===== config.mk =====
export PLATFORM = sky130hd
export DESIGN_NAME = hex_overlay
export DESIGN_NICKNAME = d
export VERILOG_FILES = /design/src/rtl/font_pkg.sv /design/src/rtl/hex_overlay_shadow.sv /design/src/rtl/hex_overlay.sv
export SDC_FILE = /design/constraint.sdc
export NUM_CORES = 1
export LEC_CHECK = 0
export ABC_CLOCK_PERIOD_IN_PS = 2100
export CAP_MARGIN = 10
export CORE_MARGIN = 2
export CORE_UTILIZATION = 35
export DETAILED_ROUTE_END_ITERATION = 8
export PLACE_DENSITY = 0.61
export REMOVE_ABC_BUFFERS = 1
export SYNTH_ARGS = -nofsm -noshare
export SYNTH_HDL_FRONTEND = slang
export SYNTH_SLANG_ARGS = --single-unit

===== constraint.sdc =====
create_clock -name clk -period 2.1 [get_ports clk]
set_input_delay 0.42 -clock clk [delete_from_list [all_inputs] [get_ports clk]]
set_output_delay 0.42 -clock clk [all_outputs]
set_load 0.05 [all_outputs]

===== src/rtl/font_pkg.sv =====
// rtl/font_pkg.sv - glyph geometry and nibble type shared by the glyph engine and the hex overlay
package font_pkg;

    localparam int CHAR_W = 6;
    localparam int CHAR_H = 8;
    localparam int GLYPHS = 16;

    typedef logic [3:0] nibble_t;

endpackage


===== src/rtl/hex_overlay_shadow.sv =====
// rtl/hex_overlay_shadow.sv - pending/shadow double buffer updated on the vsync rising edge
module hex_overlay_shadow (
    input  logic        clk,
    input  logic        reset,
    input  logic        vsync,
    input  logic [31:0] value,
    input  logic        value_valid,
    output logic [31:0] shadow,
    output logic        frame_tick
);

    logic [31:0] pending;
    logic        vsync_q;

    // a held-high vsync yields one boundary because vsync_q follows it
    assign frame_tick = vsync && !vsync_q;

    // latest strobe lands in pending; shadow only moves on a frame boundary,
    // taking the coincident strobe directly so it is not lost for a frame
    always_ff @(posedge clk or negedge reset) begin
        if (!reset) begin
            pending <= '0;
            shadow  <= '0;
            vsync_q <= 1'b0;
        end else begin
            vsync_q <= vsync;
            if (value_valid) begin
                pending <= value;
            end
            if (frame_tick) begin
                shadow <= value_valid ? value : pending;
            end
        end
    end

endmodule


===== src/rtl/hex_overlay.sv =====
// rtl/hex_overlay.sv - hex value overlay on the character grid (optional blink: HEX_OVERLAY_BLINK_EN)
module hex_overlay
    import font_pkg::*;
#(
    parameter int ROW  = 2,
    parameter int COL  = 4,
    parameter int NDIG = 8
) (
    input  logic              clk,
    input  logic              reset,
    input  logic              blank,
    input  logic              vsync,
    input  logic [6:0]        char_x,
    input  logic [6:0]        char_y,
    input  logic [GLYPHS-1:0] char_data,
    input  logic [31:0]       value,
    input  logic              value_valid,
    input  logic              blink,
    output logic              pix,
    output logic              in_win
);

    // 8-bit bounds so COL+NDIG-1 past column 127 cannot wrap
    localparam logic [7:0] COL_LO = 8'(COL);
    localparam logic [7:0] COL_HI = 8'(COL + NDIG - 1);
    localparam logic [2:0] MS_IDX = 3'(NDIG - 1);

    if (NDIG < 1 || NDIG > 8 || GLYPHS != 16 || CHAR_W * CHAR_H == 0) begin : g_bad_cfg
        $error("hex_overlay: unsupported digit count or font geometry");
    end

    logic [31:0] shadow;
    logic        frame_tick;

    hex_overlay_shadow u_shadow (
        .clk         (clk),
        .reset       (reset),
        .vsync       (vsync),
        .value       (value),
        .value_valid (value_valid),
        .shadow      (shadow),
        .frame_tick  (frame_tick)
    );

    logic [6:0] x_q;
    logic [6:0] y_q;
    logic       blank_q;

    // delay position and blank by one so they line up with char_data
    always_ff @(posedge clk or negedge reset) begin
        if (!reset) begin
            x_q     <= '0;
            y_q     <= '0;
            blank_q <= 1'b0;
        end else begin
            x_q     <= char_x;
            y_q     <= char_y;
            blank_q <= blank;
        end
    end

    logic [7:0] x8;
    logic [2:0] digit;
    logic [2:0] nib_idx;
    nibble_t    nibble;
    logic       win_d;
    logic       pix_d;
    logic       dark;

    // digit 0 is leftmost and shows the most significant displayed nibble;
    // only the low 3 bits of the offset matter inside the window
    always_comb begin
        x8      = {1'b0, x_q};
        win_d   = (y_q == 7'(ROW)) && (x8 >= COL_LO) && (x8 <= COL_HI) && !blank_q;
        digit   = x_q[2:0] - COL_LO[2:0];
        nib_idx = MS_IDX - digit;
        nibble  = nibble_t'(shadow >> {nib_idx, 2'b00});
        pix_d   = win_d && char_data[nibble];
    end

`ifdef HEX_OVERLAY_BLINK_EN
    logic [5:0] frame_cnt;

    // free-running frame count; bit 5 gives 32 lit frames then 32 dark
    always_ff @(posedge clk or negedge reset) begin
        if (!reset) begin
            frame_cnt <= '0;
        end else if (frame_tick) begin
            frame_cnt <= frame_cnt + 6'd1;
        end
    end

    assign dark = blink && frame_cnt[5];
`else
    logic unused_blink_cfg;
    assign unused_blink_cfg = blink ^ frame_tick;
    assign dark = 1'b0;
`endif

    // register the overlay outputs, blanked during the dark half of a blink
    always_ff @(posedge clk or negedge reset) begin
        if (!reset) begin
            pix    <= 1'b0;
            in_win <= 1'b0;
        end else begin
            pix    <= pix_d && !dark;
            in_win <= win_d && !dark;
        end
    end

endmodule


==> results.json <==
{
  "synth_seq_cells": 82,
  "grt_overflow": 0,
  "combinationalPowerShare_pct": 18.1,
  "startpoint_type": "register",
  "vias": 1951,
  "core_mm2": 0.00924,
  "dpl_worst_slack_ns": -0.0769,
  "worstSetupEndpointType": "register",
  "cts_buffers": 9,
  "cts_sinks": 82,
  "viasPerCell": 4.66,
  "synthTopCellsByArea": "dfrtp_1, mux2_2, mux4_1, mux2i_1, mux4_2",
  "rr_worst_depth": 8,
  "syn2layout_area_growth_pct": 35.1,
  "synth_common_cells": "dfrtp_1, mux2_2, mux2i_1",
  "drc": 0,
  "grt_pass1_vias": 2069,
  "synth_cells": 205,
  "drv_cap": 0,
  "critPathKind": "reg2reg",
  "drt-total-wl_um": 6560,
  "slew_headroom_pct": 60.0,
  "antenna_cells": 0,
  "nets": 353,
  "synth_warnings": 0,
  "synth_edf_count": 0,
  "rows": 35,
  "hp-class": "in2async",
  "wire_per_inst_um": 15.7,
  "fin_ws_ns": -0.0279,
  "drive_gt1_share_pct": 35.2,
  "cp.required_ns": 2.35,
  "placed_cell_area_mm2": 0.00421,
  "synth.most_common_cell": "dfrtp_1",
  "drv_slew": 0,
  "failed_checks": "negative setup slack",
  "design_area_mm2": 0.00449,
  "io_pins": 70,
  "arrival_ns": 2.37,
  "root_buffer": "clkbuf_8",
  "drtIter0Drc": 50,
  "place_hpwl_um": 4520,
  "seqPwrFrac_pct": 48.8,
  "ys_types": 28,
  "cts_tree": "built",
  "cts_hold_buf": 0,
  "synth_top_area_cell": "dfrtp_1",
  "cp_max_fo": 6,
  "insertion_delay_ns": 0.37,
  "power.clock.fraction_pct": 33.0,
  "first_pass_iters": 4,
  "post-route-util_pct": 48.6,
  "antenna_left": 0,
  "synth_top_cell_area_share_pct": 61.7,
  "swShare_pct": 23.7,
  "fp.dieH_um": 101,
  "pwr_density_cell_mw_per_mm2": 843,
  "postSynth.asyncResetShare_pct": 100,
  "cts_buffer_depth": 2,
  "rsz0062_at_grt": "yes",
  "hold_viol": 0,
  "power_leakage_nw": 1.89,
  "cellInternalPower_mw": 2.89,
  "tightest_slew_ns": 0.600,
  "status": "finished with violations",
  "gp_congestion": 0.738,
  "max_freq_mhz": 470,
  "switchingPower_mw": 0.898,
  "clkTransAtPathRegs_ns": 0.08,
  "antenna_found_initial": 0,
  "grt_pass1_wl_um": 10500,
  "initial_utilization_pct": 36.0,
  "r2r_slack_ns": -0.03,
  "min_period_ns": 2.13,
  "fin_tns_setup_ns": -0.0279,
  "die_w_um": 101,
  "seq_area_frac_synth_pct": 61.7,
  "dieArea_mm2": 0.0103,
  "synth-main-ff-cell": "dfrtp_1",
  "grt_max_degree": 46,
  "htree_levels": 3,
  "port_buffers": 68,
  "period_share_pct": 101,
  "clock_skew_ns": 0.0116,
  "fillCellCount": 834,
  "synth_area_per_cell_um2": 16.2,
  "irDropWorstVdd_mv": 0.373,
  "gr-usage-all-layers_pct": 14.0,
  "setup_viol": 1,
  "syn_area_mm2": 0.00332
}
[kinds of logic after synthesis]
| family | Yosys count | synth area share, % |
|---|---|---|
| AO/OA/AOI/OAI | 8 | 2.03 |
| AND/OR/NAND/NOR | 17 | 3.01 |
| buffers and inverters | 13 | 2.00 |
| multiplexers | 84 | 30.9 |
| flip-flops | 82 | 61.7 |
| XOR/XNOR | 1 | 0.264 |
[sequential cells by signal, summed over array words and instances (netlist names)]
signal and flops:
pix 1, u_shadow.vsync_q 1, u_shadow.shadow 32, blank_q 1, x_q 7, in_win 1
u_shadow.pending 32, y_q 7
[routing by layer]
layer / wire [um] / track usage, %
met5: 0 / 0
met4: 125 / 6.24
met3: 477 / 5.24
met2: 2810 / 19.9
met1: 3150 / 19.0
[placed cells by master (no fill, tap or decap), types with 2 or more instances in the layout]
master	netlist	final
mux4_2	2	2
clkbuf_8	0	13
buf_12	0	3
mux2i_1	12	10
clkinvlp_4	0	2
nand2_1	4	4
mux4_1	5	5
mux2i_2	0	2
nand3b_1	2	2
buf_6	2	3
clkdlybuf4s50_1	0	67
dfrtp_1	82	82
buf_4	0	8
nand2b_1	3	3
mux2_2	65	65
nor3_1	2	2
[final timing paths]
path                                        to                start
max                                        pix               x_q[0]
min                                     y_q[6]                reset
max reg2reg                                pix               x_q[0]
min reg2reg                u_shadow.pending[9]  u_shadow.pending[9]
max in group asynchronous  u_shadow.pending[1]                reset
min in group clk                        y_q[6]            char_y[6]
[through the flow]
| step | hold WS [ns] | cells | total power, mW |
|---|---|---|---|
| after global placement | 0.475 | 400 | 2.51 |
| after global routing | 0.108 | 419 | 3.99 |
| final | 0.0576 | 419 | 3.78 |
| after detailed placement | 0.478 | 400 | 2.53 |
| after CTS | 0.0822 | 416 | 3.77 |
| after floorplan | 0.124 | 193 | 2.24 |
[power by group through the flow]
| stage | sequential, mW | combinational (mW) | clock, mW |
|---|---|---|---|
| final | 1.85 | 0.686 | 1.25 |
| after global routing | 1.87 | 0.750 | 1.36 |
| after CTS | 1.85 | 0.652 | 1.27 |
| after detailed placement | 1.88 | 0.648 | 0 |
| after global placement | 1.88 | 0.636 | 0 |
| after floorplan | 1.86 | 0.376 | 0 |
[layout make-up]
type / instances / area [um2] / share of cell area [%]
clock inverters: 3 / 45.0 / 1.00
repair buffers: 81 / 825 / 18.4
flip-flops and latches: 82 / 2050 / 45.7
inverters: 1 / 3.75 / 0.0836
clock buffers: 13 / 179 / 3.98
multi-input cells: 110 / 1220 / 27.3
well taps: 129 / 161 / 3.59
[repair_timing]
action / in CTS / in global routing
resized for setup: 1 / 6
cloned: 0 / 0
setup buffers: 0 / 3
setup endpoints to repair: 1 / 1
pin swaps: 1 / 4
[critical path, cell delays in order (launching register included)]
cell     delay (ns)
dfrtp_1        0.40
buf_6          0.14
mux2i_1        0.11
mux4_2         0.59
buf_6          0.18
mux2i_2        0.18
nand2_1        0.06
and3_1         0.15
a32o_1         0.21
(Power assumes the default switching activity.)
==> RTL change (same settings) <==
Add an input register stage for `char_data`, cleared by the reset; this delays it by one clock. The other inputs are not delayed to match.
--- a/src/rtl/hex_overlay.sv
+++ b/src/rtl/hex_overlay.sv
@@ -26,2 +26,12 @@
     localparam logic [2:0] MS_IDX = 3'(NDIG - 1);
+
+    logic [GLYPHS-1:0] char_data_q;
+
+    always_ff @(posedge clk or negedge reset) begin
+        if (!reset) begin
+            char_data_q <= '0;
+        end else begin
+            char_data_q <= char_data;
+        end
+    end
 
@@ -77,3 +87,3 @@
         nibble  = nibble_t'(shadow >> {nib_idx, 2'b00});
-        pix_d   = win_d && char_data[nibble];
+        pix_d   = win_d && char_data_q[nibble];
     end
Function: changed (Yosys sat finds a counterexample within 4 cycles, from zero or initial values and one cycle with reset low).
==> RTL change against the original RTL <==
The flow still finishes with violations (setup timing). Hold slack better by 0.0028 ns. Power up 4.1%. Wire length up 6.4%. Die area up 12%. Sequential cell count up 16. Worst setup slack better by 0.015 ns. Sequential power up 18%. First-iteration DRC count up 130%. Area after synthesis up 12%. Global-route usage down 0.97 points. Design area up 7.8%. Critical endpoint unchanged. Largest power group unchanged.
==> RTL change: results (changes against the original RTL) <==
The flow ran to the end, but the final reports show violations. The checks that failed: setup timing. Among all flip-flop cells after synthesis, the most frequent one is sky130_fd_sc_hd__dfrtp_1. The synthesized-area fraction occupied by ao, oa, aoi and oai cells came out at 1.81% (-0.22 points). The multiplexer share of the synthesized area is 27.6% (-3.3 points). The estimated wirelength of the detail-placed design is 4.70 mm (+4.0%). The final antenna-violating net count came to 0 (unchanged).

The XOR/XNOR share of the synthesized area is 0.235% (-0.028 points). The number of synthesis warnings is 0 (unchanged). The count of endpoints failing setup in the final report is 1 (unchanged). The number of distinct library cells after synthesis came out at 28 (unchanged). By count the netlist is led by 98 x sky130_fd_sc_hd__dfrtp_1, 65 x sky130_fd_sc_hd__mux2_2, 12 x sky130_fd_sc_hd__mux2i_1, 5 x sky130_fd_sc_hd__buf_1, 5 x sky130_fd_sc_hd__mux4_1. The number of nets in the layout came out at 370 (+4.8%). The number of global-route vias before repair was 2196 (+6.1%). The cell class contributing the biggest share of worst-path delay is multiplexers. The count of TritonRoute iterations in the first routing pass came out at 4 (unchanged).

The later pin in the worst-skew pair is clocked with a latency of 0.36 ns. The post-layout instance count excluding filler cells is 441 (+5.3%). The share of cells above drive strength 1 was 34.1% (-1.1 points). The path class of the lowest-slack min-delay path is in -> async. The sequential share of the synthesized area was 65.9% (+4.1 points). The mean post-synth cell area is 16.8 um^2 (+3.9%). The maximum number of pins on one net before global-route repair was 65 (+41%). The global-route wire length before repair is 11.3 mm (+7.0%).

The DRC violation total after the first TritonRoute iteration came out at 115 (+130%). The standby leakage power came out at 0.00205 uW (+8.6%). The buffer cell driving the clock tree root is sky130_fd_sc_hd__clkbuf_8.

The worst-case clock buffer depth is 2 (unchanged). The wire length after detailed routing is 6.98 mm (+6.4%). The final weighted congestion in routability-driven placement came out at 0.765 (+3.6%). The antenna diode count is 0 (unchanged). The maximum fanout along the worst path came out at 6 (unchanged). The number of clock buffers inserted by TritonCTS came out at 9 (unchanged). The fraction of registers with async set/reset came to 100% (unchanged). The number of placed cells counting well taps came out at 423 (+5.8%).

The largest incremental delay on the critical path came out at 0.56 ns (-0.03 ns). The worst-case vdd ir drop came to 0.000273 V (-27%). The layout filler cell count is 915 (+9.7%).

The depth of the CTS H-tree is 3 (unchanged). The via density per instance is 4.71 (+1.2%). The count of port buffers added during placement came out at 68 (unchanged).

The max-capacitance violation count came out at 0 (unchanged). The largest registers in the layout are u_shadow.pending (32), u_shadow.shadow (32), char_data_q (16). The post-route worst setup slack came out at -0.0127 ns (+0.0152 ns). The setup skew after layout came out at 0.00724 ns (-0.00439 ns). In the post-synthesis netlist, the biggest area contributors are sky130_fd_sc_hd__dfrtp_1 66%, sky130_fd_sc_hd__mux2_2 20%, sky130_fd_sc_hd__mux4_1 3.5%, sky130_fd_sc_hd__mux2i_1 3.2%, sky130_fd_sc_hd__mux4_2 1.2%.

The total routing resource utilization after global routing was 13.0% (-0.97 points). The remaining max-slew budget at the tightest pin is 66.9% (+6.9 points).
## RTL change: worst paths after layout
kind,start,endpoint,depth (start not counted)
worst min register to register,u_shadow.pending[12]$_DFF_PN0_,u_shadow.pending[12]$_DFF_PN0_,1
worst max register to register,x_q[0]$_DFF_PN0_,pix$_DFF_PN0_,8
max in group asynchronous,reset,u_shadow.shadow[5]$_DFFE_PN0P_,2
worst max-delay path,x_q[0]$_DFF_PN0_,pix$_DFF_PN0_,8
min in group clk,char_y[6],y_q[6]$_DFF_PN0_,1
worst min-delay path,reset,y_q[3]$_DFF_PN0_,2
## RTL change: layer usage
layer,routed length (um),GRT usage [%]
met1,3320,18.7
met2,3120,18.3
met3,434,3.16
met4,107,6.40
met5,0,0
## RTL change: repair_timing
item,4_1_cts,5_1_grt
gates resized for setup,0,11
pin swaps,1,3
setup endpoints to repair,1,1
setup buffers,0,4
endpoints found under the hold margin,0,0
## RTL change: report_power, final
part,total [uW],internal (uW),switching [uW]
clock network,1070,452,613
logic,694,434,260
registers,2180,2100,84.7
## RTL change: cells by family after synthesis
family / after synthesis
muxes: 84
and+or+nand+nor: 17
DFF: 98
xor gates and xnor gates: 1
AOI/OAI and AO/OA: 8
buffers and inverters: 13
## RTL change: layout make-up
| class | count | area, um^2 | share of cell area, % |
|---|---|---|---|
| Sequential cell | 98 | 2450 | 50.7 |
| Timing Repair Buffer | 82 | 845 | 17.5 |
| Inverter | 1 | 3.75 | 0.0776 |
| Multi-Input combinational cell | 110 | 1200 | 24.8 |
| Tap cell | 136 | 170 | 3.52 |
| Clock inverter | 4 | 28.8 | 0.595 |
| Clock buffer | 10 | 138 | 2.84 |
## RTL change: per-stage QoR
step	cell area, um^2	hold slack [ns]	setup slack [ns]	TNS (ns)	power (uW)
3_3_place_gp	4630	0.452	-0.0202	-0.0202	2860
2_1_floorplan	3660	0.124	-0.0612	-0.0612	2570
4_1_cts	4800	0.0574	-0.0644	-0.0644	3970
6_report	4840	0.0604	-0.0127	-0.0127	3940
5_1_grt	4840	0.0704	-0.0882	-0.0882	4170
3_5_place_dp	4630	0.457	-0.0473	-0.0473	2880
